<file path="src/rtl/pixel_scheduler.sv">
// Raster scanout timing generator that shares one single-port frame buffer between
// scanout reads and a writer port. Each pixel comes out two clock edges after its pix_en.
module pixel_scheduler #(
    parameter int unsigned H_ACTIVE     = 480,
    parameter int unsigned H_TOTAL      = 525,
    parameter int unsigned H_SYNC_START = 482,
    parameter int unsigned H_SYNC_END   = 523,
    parameter int unsigned V_ACTIVE     = 272,
    parameter int unsigned V_TOTAL      = 288,
    parameter int unsigned V_SYNC_START = 274,
    parameter int unsigned V_SYNC_END   = 284,
    parameter int unsigned ADDR_W       = 17
) (
    input  logic              clk,
    input  logic              reset,
    input  logic              enable,
    input  logic              pix_en,
    input  logic              wr_req,
    input  logic [ADDR_W-1:0] wr_addr,
    input  logic [2:0]        wr_color,
    output logic              wr_ack,
    output logic              wr_err,
    output logic [ADDR_W-1:0] mem_addr,
    output logic              mem_we,
    output logic [2:0]        mem_wdata,
    input  logic [2:0]        mem_rdata,
    output logic [2:0]        color,
    output logic              de,
    output logic              hsync,
    output logic              vsync,
    output logic              frame_start
);
    localparam int unsigned HW = $clog2(H_TOTAL);
    localparam int unsigned VW = $clog2(V_TOTAL);
    localparam logic [ADDR_W:0] FB_SIZE = (ADDR_W+1)'(H_ACTIVE * V_ACTIVE);

    typedef enum logic {IDLE, SCAN} state_t;

    state_t            state, state_nx;
    logic [HW-1:0]     h_cnt;
    logic [VW-1:0]     v_cnt;
    logic [ADDR_W-1:0] scan_addr;
    logic              h_last, v_last, active, pix, scan_rd, in_range;
    logic              h_sync_on, v_sync_on;
    logic              p_valid, p_de, p_hs, p_vs, p_fs;

    always_comb begin
        h_last    = (h_cnt == HW'(H_TOTAL - 1));
        v_last    = (v_cnt == VW'(V_TOTAL - 1));
        active    = (h_cnt < HW'(H_ACTIVE)) && (v_cnt < VW'(V_ACTIVE));
        h_sync_on = (h_cnt >= HW'(H_SYNC_START)) && (h_cnt < HW'(H_SYNC_END));
        v_sync_on = (v_cnt >= VW'(V_SYNC_START)) && (v_cnt < VW'(V_SYNC_END));
        pix       = (state == SCAN) && pix_en;
        scan_rd   = pix && active;
        in_range  = ({1'b0, wr_addr} < FB_SIZE);
    end

    // The pix_en that leaves IDLE only arms the scan; the next pix_en is pixel (0,0).
    always_comb begin
        state_nx  = state;
        wr_ack    = 1'b0;
        wr_err    = 1'b0;
        mem_addr  = '0;
        mem_we    = 1'b0;
        mem_wdata = '0;
        case (state)
            IDLE: if (pix_en && enable) state_nx = SCAN;
            SCAN: if (pix && h_last && v_last && !enable) state_nx = IDLE;
            default: state_nx = IDLE;
        endcase
        if (!reset) begin
            if (scan_rd) begin
                mem_addr = scan_addr;
            end else if (wr_req) begin
                wr_ack = 1'b1;
                if (in_range) begin
                    mem_we    = 1'b1;
                    mem_addr  = wr_addr;
                    mem_wdata = wr_color;
                end else begin
                    wr_err = 1'b1;
                end
            end
        end
    end

    always_ff @(posedge clk) begin
        if (reset) begin
            state       <= IDLE;
            h_cnt       <= '0;
            v_cnt       <= '0;
            scan_addr   <= '0;
            p_valid     <= 1'b0;
            p_de        <= 1'b0;
            p_hs        <= 1'b1;
            p_vs        <= 1'b1;
            p_fs        <= 1'b0;
            color       <= '0;
            de          <= 1'b0;
            hsync       <= 1'b1;
            vsync       <= 1'b1;
            frame_start <= 1'b0;
        end else begin
            state   <= state_nx;
            p_valid <= pix;
            if (pix) begin
                p_de <= active;
                p_hs <= ~h_sync_on;
                p_vs <= ~v_sync_on;
                p_fs <= (h_cnt == '0) && (v_cnt == '0);
                if (active) scan_addr <= scan_addr + ADDR_W'(1);
                if (h_last) begin
                    h_cnt <= '0;
                    if (v_last) begin
                        v_cnt     <= '0;
                        scan_addr <= '0;
                    end else begin
                        v_cnt <= v_cnt + VW'(1);
                    end
                end else begin
                    h_cnt <= h_cnt + HW'(1);
                end
            end
            // Second stage: read data for the pixel issued last cycle is now on mem_rdata.
            frame_start <= p_valid & p_fs;
            if (p_valid) begin
                de    <= p_de;
                color <= p_de ? mem_rdata : 3'd0;
                hsync <= p_hs;
                vsync <= p_vs;
            end
        end
    end
endmodule

</file>
<file path="config.mk">
export PLATFORM = sky130hd
export DESIGN_NAME = pixel_scheduler
export DESIGN_NICKNAME = d
export VERILOG_FILES = /design/src/rtl/pixel_scheduler.sv
export SDC_FILE = /design/constraint.sdc
export NUM_CORES = 1
export LEC_CHECK = 0
export CELL_PAD_IN_SITES_DETAIL_PLACEMENT = 0
export CELL_PAD_IN_SITES_GLOBAL_PLACEMENT = 2
export CORE_ASPECT_RATIO = 0.6
export CORE_MARGIN = 1
export CORE_UTILIZATION = 27
export DETAILED_ROUTE_END_ITERATION = 6
export PLACE_DENSITY_LB_ADDON = 0.1
export SLEW_MARGIN = 20
export SYNTH_ARGS = -nofsm -noshare
export SYNTH_HDL_FRONTEND = slang
export SYNTH_SLANG_ARGS = --single-unit
</file>
<file path="constraint.sdc">
create_clock -name clk -period 1.8 [get_ports clk]
set_input_delay 0.36 -clock clk [delete_from_list [all_inputs] [get_ports clk]]
set_output_delay 0.36 -clock clk [all_outputs]
set_load 0.03 [all_outputs]
</file>
==> results.json, run 1 <==
{
  "status": "finished with violations",
  "violations": "negative setup slack",
  "hold_viol_final": 0,
  "setup_violations": 48,
  "postCtsHoldBufs": 0,
  "dieWidth_um": 135,
  "clockRootBuffer": "clkbuf_16",
  "leakage_nw": 1.78,
  "period_minus_slack_ps": 2290,
  "slew-limit-headroom_pct": 76.5,
  "routed.top_layer": "met4",
  "n_antenna_cell": 0,
  "port_buffers": 57,
  "drc": 0,
  "drt_iter0_markers": 172,
  "grt_pass1_wl_um": 15200,
  "yosysWarnings": 0,
  "nNetsFinal": 518,
  "crit_family": "compound AO/OA/AOI/OAI gates",
  "ctsLongestPathBuffers": 2,
  "comb_power_share_pct": 17.4,
  "cp.arrival_ps": 1930,
  "m1WireLength_um": 5490,
  "ys_ff_latch": 49,
  "report.final.slew_viol_count": 0,
  "antenna_found_initial": 0,
  "die_area_um2": 11000,
  "p_int_mw": 1.83,
  "synth-edff-count": 0,
  "critPathMaxStageDelay_ps": 340,
  "fin_cells": 621,
  "regArea_um2": 995,
  "syn_to_final_growth_pct": 67.6,
  "path_buf_inv": 3,
  "rsz0062_at_grt": "true",
  "period_share_pct": 127,
  "crit_type": "flip-flop to output pin",
  "core-area_um2": 10100,
  "wl_per_cell_um": 15.9,
  "crit_path_end_kind": "output pin",
  "startpoint_type": "flip-flop",
  "power_frac_clock_pct": 37.9,
  "rows": 28,
  "initial_core_util_pct": 28.4,
  "fin_ws_ps": -486,
  "clk_pin_slew_worst_paths_ps": 70,
  "cp_max_fo": 13,
  "hold_path.class": "input port to flip-flop",
  "ir_drop_mv": 0.428,
  "gp_congestion": 0.762,
  "ant_nets": 0,
  "viasPerCell": 4.97,
  "netlist_instances": 359,
  "p_per_area_nw_per_um2": 513,
  "wl_met2_um": 3680,
  "dr_wl_met3_um": 675,
  "fin_area_um2": 4800,
  "fin_skew_ps": 6.47,
  "cts_buffers": 5,
  "htree_levels": 2,
  "synth_fp_nets": 392,
  "drv_cap": 0,
  "postSynthAreaPerCell_um2": 7.97,
  "syn_area_um2": 2860,
  "cts.sinks": 49,
  "dp_hpwl_um": 7240,
  "nFillCells": 1000,
  "drt_first_pass_iters": 4,
  "synth_ff_type": "dfxtp_1",
  "r2r_setup_slack_ps": -240,
  "tightestPinTransition_ps": 352,
  "sw_frac_of_total_pct": 25.5,
  "yosysSeqAreaShare_pct": 34.3,
  "crit_chain": "o41ai_4 -> buf_4 -> and3_4 -> buf_12 -> and2_4 -> o21a_2 -> buf_6",
  "finish.utilization_pct": 47.5,
  "multi_input_area_um2": 1990,
  "ys_async_sr_fraction_pct": 0,
  "die_h_um": 81.8,
  "grt_usage_pct": 17.9,
  "boundaryPins": 58,
  "dp_slack_ps": -572,
  "clock_latency_ps": 290,
  "vias": 3089,
  "dp_cells": 595,
  "grt_max_degree": 23,
  "fmax_ghz": 0.437,
  "slowest_stage": "o41ai_4",
  "p_sw_mw": 0.628,
  "required_ps": 1440,
  "first_global_vias": 2889,
  "post_dp_cell_area_um2": 4140,
  "pwr-share-seq_pct": 44.7,
  "grt-ovfl-total": 0,
  "drt-total-wl_um": 9870,
  "synthDistinctLibCells": 46,
  "cts_tree": "yes",
  "drive_above_1_share_pct": 38.7
}
power by group through the flow:
stage | Sequential (mW) | Clock, mW | Combinational [mW]
finish | 1.10 | 0.932 | 0.429
CTS | 1.10 | 0.970 | 0.403
detailed placement | 1.13 | 0 | 0.366
global placement | 1.13 | 0 | 0.366
floorplan | 1.12 | 0 | 0.188
global route | 1.10 | 1.02 | 0.457
registers in the layout, summed over array words and instances (netlist names), 3 cells and up:
| signal | flops |
|---|---|
| h_cnt | 10 |
| v_cnt | 9 |
| scan_addr | 17 |
| color | 3 |
final timing paths:
path | startpoint | end | depth (start not counted)
worst max-delay path | v_cnt[4] | mem_addr[9] | 7
worst min-delay path | reset | color[2] | 2
worst max register to register | v_cnt[7] | scan_addr[14] | 7
worst min register to register | p_fs | p_fs | 2
stage by stage:
| stage | power (mW) | setup TNS (ps) | hold WS (ps) |
|---|---|---|---|
| 2_1_floorplan | 1.31 | -3840 | 428 |
| 3_3_place_gp | 1.49 | -23040 | 437 |
| 3_5_place_dp | 1.49 | -23640 | 447 |
| 4_1_cts | 2.47 | -15250 | 398 |
| 5_1_grt | 2.58 | -18360 | 395 |
| 6_report | 2.46 | -14980 | 401 |
layout make-up:
cell class	instances	area share, %
inverter	27	2.11
multi-input combinational	263	41.5
sequential	49	20.7
clock buffer	6	2.69
timing repair buffer	139	29.2
clock inverter	2	0.313
tap	135	3.52
synthesized netlist by cell type (2+ instances only):
cell type / number / area, µm²
buf_6: 3 / 33.8
o21ai_0: 11 / 55.1
o2111ai_1: 2 / 17.5
nand4_1: 28 / 175
nand2b_1: 3 / 18.8
mux2i_1: 4 / 40.0
o21a_1: 3 / 22.5
buf_2: 5 / 25.0
o31a_1: 9 / 78.8
dfxtp_1: 49 / 981
and3_1: 6 / 37.5
ha_1: 5 / 62.6
or4_1: 10 / 75.1
nand3_1: 16 / 80.1
nand2_1: 22 / 82.6
nor3b_1: 4 / 30.0
inv_1: 27 / 101
a21oi_1: 29 / 145
and2_1: 12 / 75.1
or3_1: 12 / 75.1
o31ai_1: 16 / 120
clkbuf_1: 12 / 45.0
nor2_1: 31 / 116
nor3_1: 5 / 25.0
and4_1: 2 / 17.5
or4_4: 2 / 22.5
xnor2_1: 9 / 78.8
a211o_1: 2 / 17.5
xor2_1: 3 / 26.3
cell usage in the layout, fill, tap and decap left out, types with 11 or more instances in the layout:
cell type	count
nand3_1	16
nor2_4	14
inv_1	27
o31ai_1	13
nor2_1	15
and2_4	11
buf_4	60
a21oi_2	12
dfxtp_1	40
nand2_1	21
buf_6	33
clkdlybuf4s50_1	32
a21oi_1	18
nand4_1	28
layer usage:
| layer | global-route usage [%] | vias up |
|---|---|---|
| li1 | - | 1570 |
| met4 | 1.35 | 0 |
| met2 | 22.7 | 75 |
| met1 | 29.4 | 1442 |
| met3 | 4.57 | 2 |
| met5 | 0 | - |
kinds of logic after synthesis:
group / Yosys count / synth area share (%)
fa+ha+maj: 5 / 2.19
compound gates: 78 / 18.1
buf+inv: 48 / 7.43
mux: 4 / 1.40
simple gates: 163 / 33.0
flops: 49 / 34.3
xor+xnor: 12 / 3.67
repair_timing:
item	4_1_cts	5_1_grt
resized for setup	45	53
endpoints found under the setup margin	51	60
setup buffers	7	9
cloned	1	3
pin swaps	12	19
No activity file was read; power rests on OpenSTA's default activity.
==> run 2, diff against run 1 <==
--- a/config.mk
+++ b/config.mk
@@ -7,9 +7,10 @@
 export LEC_CHECK = 0
 export CELL_PAD_IN_SITES_DETAIL_PLACEMENT = 0
 export CELL_PAD_IN_SITES_GLOBAL_PLACEMENT = 2
-export CORE_ASPECT_RATIO = 0.6
 export CORE_MARGIN = 1
 export CORE_UTILIZATION = 27
+export CTS_BUF_LIST = sky130_fd_sc_hd__clkbuf_16
+export CTS_CLUSTER_SIZE = 30
 export DETAILED_ROUTE_END_ITERATION = 6
 export PLACE_DENSITY_LB_ADDON = 0.1
 export SLEW_MARGIN = 20
==> results.json, run 2 (synthesis gave the netlist of run 1 again) <==
{
  "status": "finished with violations",
  "violations": "negative setup slack",
  "rsz0062_at_grt": "true",
  "startpoint_type": "flip-flop",
  "crit_type": "flip-flop to output pin",
  "die_area_um2": 11000,
  "die_h_um": 105,
  "report.final.slew_viol_count": 0,
  "vias": 2980,
  "fin_skew_ps": 10.1,
  "largest_reg_flops": 17,
  "cts_buffers": 5,
  "cts.sinks": 49,
  "reg_top3": "scan_addr x17, h_cnt x10, v_cnt x9",
  "drv_cap": 0,
  "clockRootBuffer": "clkbuf_16",
  "fmax_ghz": 0.444,
  "cp.arrival_ps": 1890,
  "n_antenna_cell": 0,
  "viasPerCell": 4.90,
  "cts_tree": "yes",
  "syn_to_final_growth_pct": 58.4,
  "p_sw_mw": 0.632,
  "hold_ws_ps": 453,
  "final_common_cell": "buf_4",
  "cp_max_fo": 11,
  "whs_path_depth": 2,
  "power_frac_clock_pct": 42.3,
  "required_ps": 1440,
  "grt_usage_pct": 16.6,
  "drive_above_1_share_pct": 32.4,
  "drc": 0,
  "dp_hpwl_um": 6500,
  "slew-limit-headroom_pct": 75.8,
  "finish.utilization_pct": 43.9,
  "rows": 37,
  "period_share_pct": 125,
  "leakage_nw": 1.69,
  "r2r_setup_slack_ps": -190,
  "first_global_vias": 2946,
  "comb_power_share_pct": 15.3,
  "tightestPinTransition_ps": 362,
  "clock_latency_ps": 290,
  "fin_ws_ps": -454,
  "boundaryPins": 58,
  "post_dp_cell_area_um2": 4060,
  "nFillCells": 1054,
  "p_int_mw": 1.95,
  "nNetsFinal": 504,
  "dieWidth_um": 105,
  "port_buffers": 57,
  "core-area_um2": 10300,
  "sw_frac_of_total_pct": 24.4,
  "whs_endpoint": "p_fs",
  "ir_drop_mv": 0.405,
  "reg2reg_depth": 7,
  "fin_area_um2": 4540,
  "clk_pin_slew_worst_paths_ps": 70,
  "htree_levels": 2,
  "ctsLongestPathBuffers": 2,
  "top_register": "scan_addr",
  "grt_max_degree": 24,
  "drt-total-wl_um": 8870,
  "r2r_start": "v_cnt[6]",
  "grt_pass1_wl_um": 14700,
  "setup_violations": 46,
  "grt-ovfl-total": 0,
  "multi_input_area_um2": 1860,
  "wl_per_cell_um": 14.6,
  "dp_slack_ps": -555,
  "antenna_found_initial": 0,
  "initial_core_util_pct": 27.7,
  "regArea_um2": 996,
  "reg2reg_to": "scan_addr[8]",
  "min_from": "p_fs",
  "gp_congestion": 0.734,
  "final_cell_mix": "buf_4, dfxtp_1, clkdlybuf4s50_1",
  "pwr-share-seq_pct": 42.5,
  "drt_first_pass_iters": 4,
  "p_per_area_nw_per_um2": 570,
  "period_minus_slack_ps": 2250,
  "ant_nets": 0,
  "hold_viol_final": 0,
  "crit_path_end_kind": "output pin",
  "hold_path.class": "flip-flop to flip-flop",
  "drt_iter0_markers": 114
}
==> run 2: power by group through the flow <==
stage	Combinational, mW	Sequential [mW]	Clock (mW)
2_1_floorplan	0.188	1.12	0
3_3_place_gp	0.353	1.13	0
3_5_place_dp	0.351	1.13	0
4_1_cts	0.390	1.10	1.13
5_1_grt	0.423	1.10	1.18
6_report	0.395	1.10	1.09
==> run 2: how the worst max path moves through the flow <==
stage	start	end	slack, ps	cells after the start
finish	v_cnt[4]	mem_addr[16]	-450	6
CTS	v_cnt[7]	mem_addr[15]	-470	6
detailed placement	pix_en	mem_wdata[2]	-550	7
global route	v_cnt[4]	mem_addr[2]	-530	6
global placement	pix_en	mem_wdata[0]	-530	7
floorplan	pix_en	mem_wdata[0]	-330	6
==> run 2: cell type report <==
cell class	instances	area share [%]
Timing Repair Buffer	126	27.3
Inverter	27	2.23
Sequential cell	49	22.0
Clock buffer	5	2.76
Multi-Input combinational cell	262	41.0
Tap cell	136	3.75
Clock inverter	3	1.02
==> run 2: metrics by stage <==
stage	instances	total power, mW	setup TNS (ps)
after floorplan	359	1.31	-3840
after global placement	593	1.48	-21250
after detailed placement	593	1.48	-21870
after CTS	605	2.62	-17590
after global routing	608	2.70	-17230
final	608	2.59	-13780
==> run 2: what timing repair did <==
action	CTS	global route
resized for setup	47	13
gates cloned	1	1
setup endpoints to repair	49	50
setup buffers	3	4
pin swaps	16	16
hold buffers	0	0
==> run 2: critical path, cell delays in order, from the launching register on <==
cell and delay, ps:
dfxtp_2 340, o41ai_4 410, and3_4 300, clkbuf_16 180, o31ai_1 80, and2_4 160, buf_6 130
==> run 2: per-layer routing <==
layer	up-vias	wire length, µm	global-route usage (%)
met3	6	277	2.87
met2	53	4290	28.8
li1	1535	-	-
met4	0	80	3.92
met5	-	0	0
met1	1386	4230	21.3
